### config.mk
export PLATFORM = sky130hd
export DESIGN_NAME = cnn_load_sequencer_flat
export DESIGN_NICKNAME = d
export VERILOG_FILES = /design/src/rtl/cnn_load_sequencer_if.sv /design/src/rtl/cnn_load_sequencer.sv /design/src/flat_wrapper.sv
export SDC_FILE = /design/constraint.sdc
export NUM_CORES = 2
export LEC_CHECK = 0
export CAP_MARGIN = 10
export CORE_MARGIN = 2
export CORE_UTILIZATION = 65
export DETAILED_ROUTE_END_ITERATION = 10
export PLACE_DENSITY = 0.85
export SYNTH_ARGS = -nofsm -noshare
export SYNTH_HDL_FRONTEND = slang
export SYNTH_SLANG_ARGS = --single-unit
### constraint.sdc
create_clock -name clk -period 19.6 [get_ports clk]
set_clock_uncertainty 0.1 [all_clocks]
set_input_delay 2.94 -clock clk [delete_from_list [all_inputs] [get_ports clk]]
set_output_delay 2.94 -clock clk [all_outputs]
set_load 0.03 [all_outputs]
### src/rtl/cnn_load_sequencer_if.sv
// Stream/bus bundle for cnn_load_sequencer.
// Groups the data and filter stream handshakes, the captured dimensions,
// the accelerator write port, the start/result handshake and status flags.
//   master : stream sources and accelerator side (drive data/filt/resValidIn)
//   slave  : the sequencer (drives readies, dimensions, write port, status)
interface cnn_load_sequencer_if #(
   parameter int BUS_ADDR_WIDTH = 32,
   parameter int BUS_DATA_WIDTH = 64,
   parameter int DATA_WIDTH     = 32,
   parameter int MAX_SIZE       = 4096
);
   localparam int BUS_WE_WIDTH = BUS_DATA_WIDTH / 8;
   localparam int DIM_WIDTH    = $clog2(MAX_SIZE) + 1;

   logic [DATA_WIDTH-1:0]     dataIn;
   logic                      dataValidIn;
   logic                      dataLastIn;
   logic                      dataReadyOut;
   logic [DATA_WIDTH-1:0]     filtIn;
   logic                      filtValidIn;
   logic                      filtLastIn;
   logic                      filtReadyOut;
   logic [DIM_WIDTH-1:0]      dataRowsOut;
   logic [DIM_WIDTH-1:0]      dataColsOut;
   logic [DIM_WIDTH-1:0]      filtRowsOut;
   logic [DIM_WIDTH-1:0]      filtColsOut;
   logic [BUS_ADDR_WIDTH-1:0] addrOut;
   logic [BUS_WE_WIDTH-1:0]   wrEnOut;
   logic [BUS_DATA_WIDTH-1:0] wrDataOut;
   logic                      startOut;
   logic                      resValidIn;
   logic                      busyOut;
   logic                      doneOut;
   logic                      errorOut;

   modport master (
      output dataIn, dataValidIn, dataLastIn, input dataReadyOut,
      output filtIn, filtValidIn, filtLastIn, input filtReadyOut,
      input dataRowsOut, dataColsOut, filtRowsOut, filtColsOut,
      input addrOut, wrEnOut, wrDataOut, startOut,
      output resValidIn,
      input busyOut, doneOut, errorOut
   );

   modport slave (
      input dataIn, dataValidIn, dataLastIn, output dataReadyOut,
      input filtIn, filtValidIn, filtLastIn, output filtReadyOut,
      output dataRowsOut, dataColsOut, filtRowsOut, filtColsOut,
      output addrOut, wrEnOut, wrDataOut, startOut,
      input resValidIn,
      output busyOut, doneOut, errorOut
   );
endinterface

### src/rtl/cnn_load_sequencer.sv
// Front-end load controller for the CNN accelerator.
// Receives a data-matrix stream and then a filter-matrix stream (each: cols
// header, rows header, row-major payload), packs 32-bit payload words into
// bus-width write beats, pulses start once both matrices are loaded, then
// counts result handshakes until the expected number of outputs is seen.
// Ports:
//   clk, rst   : clock, synchronous active-high reset
//   bus (slave): data/filt streams (valid/ready/last), captured dimensions,
//                addrOut/wrEnOut/wrDataOut write port, startOut, resValidIn,
//                busyOut/doneOut/errorOut status. All outputs registered.
module cnn_load_sequencer #(
   parameter int BUS_ADDR_WIDTH = 32,
   parameter int BUS_DATA_WIDTH = 64,
   parameter int DATA_WIDTH     = 32,
   parameter int MAX_SIZE       = 4096
) (
   input logic                 clk,
   input logic                 rst,
   cnn_load_sequencer_if.slave bus
);
   localparam int BUS_WE_WIDTH = BUS_DATA_WIDTH / 8;
   localparam int NUM_WORDS    = BUS_DATA_WIDTH / DATA_WIDTH;
   localparam int WORD_BYTES   = DATA_WIDTH / 8;
   localparam int DIM_WIDTH    = $clog2(MAX_SIZE) + 1;
   localparam int CNT_WIDTH    = 2 * DIM_WIDTH;
   localparam int LANE_WIDTH   = (NUM_WORDS > 1) ? $clog2(NUM_WORDS) : 1;
   localparam logic [BUS_ADDR_WIDTH-1:0] FILT_ADDR =
      BUS_ADDR_WIDTH'(1 << ($clog2(MAX_SIZE) + $clog2(WORD_BYTES)));
   localparam logic [BUS_ADDR_WIDTH-1:0] BEAT_STRIDE = BUS_ADDR_WIDTH'(BUS_WE_WIDTH);

   typedef enum logic [3:0] {
      IDLE  = 4'd0, DCOLS = 4'd1, DROWS = 4'd2, DLOAD = 4'd3, FCOLS = 4'd4,
      FROWS = 4'd5, FLOAD = 4'd6, START = 4'd7, RUN   = 4'd8, ERR   = 4'd9
   } state_t;

   // Byte enables covering every lane from 0 up to and including top_lane.
   function automatic logic [BUS_WE_WIDTH-1:0] lane_mask(input logic [LANE_WIDTH-1:0] top_lane);
      logic [BUS_WE_WIDTH-1:0] m;
      m = '0;
      for (int i = 0; i < NUM_WORDS; i++) begin
         if (i <= int'(top_lane)) m[i*WORD_BYTES +: WORD_BYTES] = '1;
         else                     m[i*WORD_BYTES +: WORD_BYTES] = '0;
      end
      return m;
   endfunction

   state_t                               state;
   logic [DIM_WIDTH-1:0]                 total, beat_cnt, beat_num, hdr_dim, hdr_cols;
   logic [LANE_WIDTH-1:0]                lane;
   logic [NUM_WORDS-1:0][DATA_WIDTH-1:0] pack, pack_next;
   logic [BUS_ADDR_WIDTH-1:0]            offset, base;
   logic [CNT_WIDTH-1:0]                 res_cnt, res_next, res_expected, exp_count, hdr_prod;
   logic [DATA_WIDTH-1:0]                in_word;
   logic                                 is_filt, accept, in_last, hdr_bad, at_total, lane_last;

   // Select the active stream and precompute header/length/packing decisions.
   always_comb begin
      is_filt = (state == FCOLS) || (state == FROWS) || (state == FLOAD);
      if (is_filt) begin
         in_word  = bus.filtIn;
         in_last  = bus.filtLastIn;
         accept   = bus.filtValidIn && bus.filtReadyOut;
         hdr_cols = bus.filtColsOut;
         base     = FILT_ADDR;
      end else begin
         in_word  = bus.dataIn;
         in_last  = bus.dataLastIn;
         accept   = bus.dataValidIn && bus.dataReadyOut;
         hdr_cols = bus.dataColsOut;
         base     = '0;
      end
      hdr_dim  = in_word[DIM_WIDTH-1:0];
      hdr_prod = CNT_WIDTH'(hdr_dim) * CNT_WIDTH'(hdr_cols);
      hdr_bad  = (hdr_dim == '0) || (hdr_cols == '0) || in_last ||
                 (hdr_prod > CNT_WIDTH'(MAX_SIZE));
      // The filter must fit inside the data matrix in both dimensions.
      if (is_filt) begin
         hdr_bad = hdr_bad || (hdr_dim > bus.dataRowsOut) || (bus.filtColsOut > bus.dataColsOut);
      end else begin
         hdr_bad = hdr_bad;
      end
      beat_num  = beat_cnt + DIM_WIDTH'(1);
      at_total  = (beat_num == total);
      lane_last = (lane == LANE_WIDTH'(NUM_WORDS - 1));
      pack_next = pack;
      pack_next[lane] = in_word;
      res_next  = res_cnt + CNT_WIDTH'(1);
      exp_count = CNT_WIDTH'(bus.dataRowsOut - bus.filtRowsOut + DIM_WIDTH'(1)) *
                  CNT_WIDTH'(bus.dataColsOut - bus.filtColsOut + DIM_WIDTH'(1));
   end

   // Sequencer FSM with all outputs registered.
   always_ff @(posedge clk) begin
      if (rst) begin
         state            <= IDLE;
         total            <= '0;
         beat_cnt         <= '0;
         lane             <= '0;
         pack             <= '0;
         offset           <= '0;
         res_cnt          <= '0;
         res_expected     <= '0;
         bus.dataReadyOut <= 1'b0;
         bus.filtReadyOut <= 1'b0;
         bus.dataRowsOut  <= '0;
         bus.dataColsOut  <= '0;
         bus.filtRowsOut  <= '0;
         bus.filtColsOut  <= '0;
         bus.addrOut      <= '0;
         bus.wrEnOut      <= '0;
         bus.wrDataOut    <= '0;
         bus.startOut     <= 1'b0;
         bus.busyOut      <= 1'b0;
         bus.doneOut      <= 1'b0;
         bus.errorOut     <= 1'b0;
      end else begin
         // Writes, start and done are single-cycle unless re-issued below.
         bus.addrOut   <= '0;
         bus.wrEnOut   <= '0;
         bus.wrDataOut <= '0;
         bus.startOut  <= 1'b0;
         bus.doneOut   <= 1'b0;
         case (state)
            IDLE: begin
               bus.dataReadyOut <= 1'b0;
               bus.filtReadyOut <= 1'b0;
               if (bus.dataValidIn) begin
                  bus.dataReadyOut <= 1'b1;
                  bus.busyOut      <= 1'b1;
                  beat_cnt         <= '0;
                  lane             <= '0;
                  offset           <= '0;
                  state            <= DCOLS;
               end
            end
            DCOLS, FCOLS: begin
               if (accept) begin
                  if (in_last) begin
                     bus.dataReadyOut <= 1'b0;
                     bus.filtReadyOut <= 1'b0;
                     bus.errorOut     <= 1'b1;
                     state            <= ERR;
                  end else if (is_filt) begin
                     bus.filtColsOut <= hdr_dim;
                     state           <= FROWS;
                  end else begin
                     bus.dataColsOut <= hdr_dim;
                     state           <= DROWS;
                  end
               end
            end
            DROWS, FROWS: begin
               if (accept) begin
                  if (is_filt) bus.filtRowsOut <= hdr_dim;
                  else         bus.dataRowsOut <= hdr_dim;
                  if (hdr_bad) begin
                     bus.dataReadyOut <= 1'b0;
                     bus.filtReadyOut <= 1'b0;
                     bus.errorOut     <= 1'b1;
                     state            <= ERR;
                  end else begin
                     total    <= hdr_prod[DIM_WIDTH-1:0];
                     beat_cnt <= '0;
                     lane     <= '0;
                     offset   <= '0;
                     state    <= is_filt ? FLOAD : DLOAD;
                  end
               end
            end
            DLOAD, FLOAD: begin
               if (accept) begin
                  // last must coincide exactly with beat number rows*cols.
                  if (in_last != at_total) begin
                     bus.dataReadyOut <= 1'b0;
                     bus.filtReadyOut <= 1'b0;
                     bus.errorOut     <= 1'b1;
                     state            <= ERR;
                  end else begin
                     pack     <= pack_next;
                     beat_cnt <= beat_num;
                     lane     <= lane_last ? '0 : lane + LANE_WIDTH'(1);
                     if (lane_last || in_last) begin
                        bus.addrOut   <= base + offset;
                        bus.wrEnOut   <= lane_mask(lane);
                        bus.wrDataOut <= pack_next;
                        offset        <= offset + BEAT_STRIDE;
                     end
                     if (in_last) begin
                        beat_cnt <= '0;
                        lane     <= '0;
                        offset   <= '0;
                        if (is_filt) begin
                           bus.filtReadyOut <= 1'b0;
                           state            <= START;
                        end else begin
                           bus.dataReadyOut <= 1'b0;
                           bus.filtReadyOut <= 1'b1;
                           state            <= FCOLS;
                        end
                     end
                  end
               end
            end
            START: begin
               bus.startOut <= 1'b1;
               res_expected <= exp_count;
               res_cnt      <= '0;
               state        <= RUN;
            end
            RUN: begin
               if (bus.resValidIn) begin
                  if (res_next == res_expected) begin
                     bus.doneOut <= 1'b1;
                     bus.busyOut <= 1'b0;
                     res_cnt     <= '0;
                     state       <= IDLE;
                  end else begin
                     res_cnt <= res_next;
                  end
               end
            end
            ERR: begin
               bus.dataReadyOut <= 1'b0;
               bus.filtReadyOut <= 1'b0;
               bus.errorOut     <= 1'b1;
            end
            default: begin
               bus.dataReadyOut <= 1'b0;
               bus.filtReadyOut <= 1'b0;
               bus.errorOut     <= 1'b1;
               state            <= ERR;
            end
         endcase
      end
   end
endmodule

### src/flat_wrapper.sv
// flat-port wrapper written by rule: the top's interface ports become plain ports
module cnn_load_sequencer_flat 
#(
   parameter int BUS_ADDR_WIDTH = 32,
   parameter int BUS_DATA_WIDTH = 64,
   parameter int DATA_WIDTH     = 32,
   parameter int MAX_SIZE       = 4096
)
  (clk, rst, bus_dataIn, bus_dataValidIn, bus_dataLastIn, bus_dataReadyOut, bus_filtIn, bus_filtValidIn, bus_filtLastIn, bus_filtReadyOut, bus_dataRowsOut, bus_dataColsOut, bus_filtRowsOut, bus_filtColsOut, bus_addrOut, bus_wrEnOut, bus_wrDataOut, bus_startOut, bus_resValidIn, bus_busyOut, bus_doneOut, bus_errorOut);
  cnn_load_sequencer_if #(.BUS_ADDR_WIDTH(BUS_ADDR_WIDTH), .BUS_DATA_WIDTH(BUS_DATA_WIDTH), .DATA_WIDTH(DATA_WIDTH), .MAX_SIZE(MAX_SIZE)) bus_i ();
  input logic clk;
  input logic rst;
  input wire logic [$bits(bus_i.dataIn)-1:0] bus_dataIn;
  input wire logic [$bits(bus_i.dataValidIn)-1:0] bus_dataValidIn;
  input wire logic [$bits(bus_i.dataLastIn)-1:0] bus_dataLastIn;
  output wire logic [$bits(bus_i.dataReadyOut)-1:0] bus_dataReadyOut;
  input wire logic [$bits(bus_i.filtIn)-1:0] bus_filtIn;
  input wire logic [$bits(bus_i.filtValidIn)-1:0] bus_filtValidIn;
  input wire logic [$bits(bus_i.filtLastIn)-1:0] bus_filtLastIn;
  output wire logic [$bits(bus_i.filtReadyOut)-1:0] bus_filtReadyOut;
  output wire logic [$bits(bus_i.dataRowsOut)-1:0] bus_dataRowsOut;
  output wire logic [$bits(bus_i.dataColsOut)-1:0] bus_dataColsOut;
  output wire logic [$bits(bus_i.filtRowsOut)-1:0] bus_filtRowsOut;
  output wire logic [$bits(bus_i.filtColsOut)-1:0] bus_filtColsOut;
  output wire logic [$bits(bus_i.addrOut)-1:0] bus_addrOut;
  output wire logic [$bits(bus_i.wrEnOut)-1:0] bus_wrEnOut;
  output wire logic [$bits(bus_i.wrDataOut)-1:0] bus_wrDataOut;
  output wire logic [$bits(bus_i.startOut)-1:0] bus_startOut;
  input wire logic [$bits(bus_i.resValidIn)-1:0] bus_resValidIn;
  output wire logic [$bits(bus_i.busyOut)-1:0] bus_busyOut;
  output wire logic [$bits(bus_i.doneOut)-1:0] bus_doneOut;
  output wire logic [$bits(bus_i.errorOut)-1:0] bus_errorOut;
  assign bus_i.dataIn = bus_dataIn;
  assign bus_i.dataValidIn = bus_dataValidIn;
  assign bus_i.dataLastIn = bus_dataLastIn;
  assign bus_dataReadyOut = bus_i.dataReadyOut;
  assign bus_i.filtIn = bus_filtIn;
  assign bus_i.filtValidIn = bus_filtValidIn;
  assign bus_i.filtLastIn = bus_filtLastIn;
  assign bus_filtReadyOut = bus_i.filtReadyOut;
  assign bus_dataRowsOut = bus_i.dataRowsOut;
  assign bus_dataColsOut = bus_i.dataColsOut;
  assign bus_filtRowsOut = bus_i.filtRowsOut;
  assign bus_filtColsOut = bus_i.filtColsOut;
  assign bus_addrOut = bus_i.addrOut;
  assign bus_wrEnOut = bus_i.wrEnOut;
  assign bus_wrDataOut = bus_i.wrDataOut;
  assign bus_startOut = bus_i.startOut;
  assign bus_i.resValidIn = bus_resValidIn;
  assign bus_busyOut = bus_i.busyOut;
  assign bus_doneOut = bus_i.doneOut;
  assign bus_errorOut = bus_i.errorOut;
  cnn_load_sequencer #(.BUS_ADDR_WIDTH(BUS_ADDR_WIDTH), .BUS_DATA_WIDTH(BUS_DATA_WIDTH), .DATA_WIDTH(DATA_WIDTH), .MAX_SIZE(MAX_SIZE)) u_core (.clk(clk), .rst(rst), .bus(bus_i));
endmodule
==> flow_summary.ini <==
[pwr]
max-vdd-ir-drop_v = 0.00007329
p_total_w = 0.002503
leakage_nw = 14.79
power.density_nw_per_um2 = 69.34

[worst_hold_path]
hold_depth = 2
min_path_type = reg2reg

[finish]
antenna_cells = 0
drive_gt1_share_pct = 4.645
multi_input_area_um2 = 22700
layout.nets = 4660
regArea_um2 = 6590
area_growth_pct = 12.46
fill_cells = 3680

[worst_setup_path]
rr_endpoint = u_core.res_expected[25]
cp_max_fo = 32
r2r_cells = 35
critPathMaxStageDelay_ps = 570
arrival_ps = 10480
reg2reg_slack_ps = 9490
cp.required_ps = 19960
r2r-start = u_core.bus.dataRowsOut[0]
end_kind = flip-flop
critPathSlowestCell = fa_1
crit_family = adder cells
cp-endpoint = u_core.res_expected[25]
cp_num_cells = 35
worst_setup_path_start_kind = flip-flop
startpoint = u_core.bus.dataRowsOut[0]
worstPathBufferInverterCount = 7
worstSetupPathType = reg2reg
critPathMostFrequentCell = fa_1

[routing]
vias = 27440
avgViaCountPerCell = 5.851
wl_um = 86010
wire_per_inst_um = 18.34
drt_iter0_markers = 2515
drc = 0
ant_nets = 0
dr.pass1.iters = 6

[cts]
post_cts_resized = 0
cts-root-buf = clkbuf_16
cts_tree = done
htree_levels = 2
clk_pin_slew_ps = 60
cts_sinks = 329
cts_made_buffers = 36
cts_hold_buf = 0
clock_path_buffers = 3
cts_setup_buffers = 0
clk_latency_ps = 560

[logic_synthesis]
synth_xor_xnor_area_share_pct = 5.980
yosysMostFrequentCell = nor2_1
synth_edf_count = 0
synth_fa_ha_area_share_pct = 31.86
muxShareOfSynthArea_pct = 1.668
synth.area.top_cells = fa_1 24%, dfxtp_1 21%, nor2_1 8.8%, ha_1 8.2%, inv_1 6.4%
synth_compound_area_share_pct = 11.98
syn_avg_cell_area_um2 = 8.235
synth_common_cells = 751 x nor2_1, 544 x inv_1, 379 x fa_1
ys_seq_elements = 329
synth_top_area_share_pct = 23.64
netlist_instances = 3898
yosysWarnings = 0
synth_flop_cell = dfxtp_1
ys_async_sr_fraction_pct = 0
synthDistinctLibCells = 96
synth_simple_gate_area_share_pct = 18.62
netlist_area_um2 = 32100
synth_top_area_cell = fa_1
synth_top_family_by_area = adder cells
seq_area_frac_synth_pct = 20.52

[timing]
setup_viol = 0
fmax_mhz = 98.87
rsz0062_at_grt = no
slew_viol_final = 0
worstMarginPinSlew_ps = 1161
slew_headroom_pct = 22.54
layout_min_cycle_time_ps = 10110
hold_viol = 0
timing.final.crit_share_pct = 51.61
timing.setup.tns_ps = 0

[die]
start_util_pct = 65.71
die_h_um = 226.2
num_rows = 81
dieArea_um2 = 51180
coreArea_um2 = 48850
io_pins = 233
die_x_um = 226.2

[global_routing]
grt_max_degree = 130
overflow = 0
antenna_found_initial = 0
grtUsageTotal_pct = 33.99
grt_pass1_wl_um = 138600
grt_pass1_vias = 27210

[placement]
place_hpwl_um = 64250
port_buffers = 229
gp_congestion = 0.9757

[status]
status = completed

[flow_run]
max_cap_violations = 0
[metal layers]
metal / wire [um] / GRT usage (%)
met3: 6643 / 5.295
met1: 34080 / 43.64
met2: 41610 / 57.62
met4: 3680 / 13.48
met5: 0 / 0
[placed cells by master, fill, tap and decap left out, drive strengths merged, types with 26 or more instances in the layout]
| cell type | instances |
|---|---|
| a211oi | 161 |
| ha | 211 |
| dfxtp | 329 |
| xor2 | 72 |
| mux2i | 49 |
| inv | 550 |
| nand4 | 34 |
| fa | 379 |
| nor2 | 754 |
| or3 | 26 |
| clkdlybuf4s50 | 228 |
| nand2 | 271 |
| nor3 | 44 |
| and3 | 36 |
| clkbuf | 50 |
| buf | 53 |
| a21o | 40 |
| nand3 | 52 |
| a21oi | 183 |
| xnor2 | 126 |
| o21ai | 86 |
[worst min-delay path: stages (launching register included)]
cell and delay (ps):
dfxtp_1 310, nand2_1 60, a21oi_1 50
[flip-flops by register name (all words and copies together), names as in the netlist, 26 cells and up]
signal and count:
u_core.bus.addrOut 29, u_core.res_expected 26, u_core.bus.wrDataOut 64, u_core.res_cnt 26
u_core.offset 29, u_core.pack 64
[cell type report]
| class | count | share of cell area [%] |
|---|---|---|
| clock buffers | 50 | 2.918 |
| clock inverters | 15 | 0.4229 |
| inverters | 556 | 5.781 |
| multi-input cells | 2795 | 62.89 |
| flip-flops and latches | 329 | 18.26 |
| well taps | 664 | 2.301 |
| repair buffers | 281 | 7.435 |
[logic make-up after synthesis]
logic type / Yosys count
flip-flops: 329
AO/OA/AOI/OAI: 590
multiplexers: 53
XOR/XNOR: 204
AND/OR/NAND/NOR: 1355
adder cells (fa/ha/maj): 590
other: 1
buffers and inverters: 776
[where the power goes]
part	leakage, nW	internal, W	switching (W)
combinational	11.5	0.000395	0.000712
clock	0.594	0.000395	0.000295
sequential	2.65	0.000679	0.0000254
total	14.8	0.00147	0.00103
[worst min path at each step]
stage / from / end / slack (ps)
after floorplan: u_core.res_expected[25] / u_core.res_expected[25] / 340
after global placement: u_core.res_expected[11] / u_core.res_expected[11] / 350
after detailed placement: u_core.res_expected[6] / u_core.res_expected[6] / 360
after CTS: u_core.res_expected[6] / u_core.res_expected[6] / 370
after global routing: u_core.res_expected[3] / u_core.res_expected[3] / 390
final: u_core.res_expected[6] / u_core.res_expected[6] / 370
[through the flow]
step / util, % / hold WS, ps / setup WS, ps / std cells / cell area (um2)
after floorplan: - / 343.4 / 10430 / 3900 / 32110
after global placement: 71.43 / 354.5 / 9203 / 4625 / 34890
after detailed placement: 71.43 / 360.2 / 9047 / 4625 / 34890
after CTS: 73.90 / 367.2 / 9581 / 4690 / 36100
after global routing: 73.90 / 392.5 / 9032 / 4690 / 36100
final: 73.90 / 366.6 / 9485 / 4690 / 36100
Note: power is estimated with default switching activity, not from simulation.
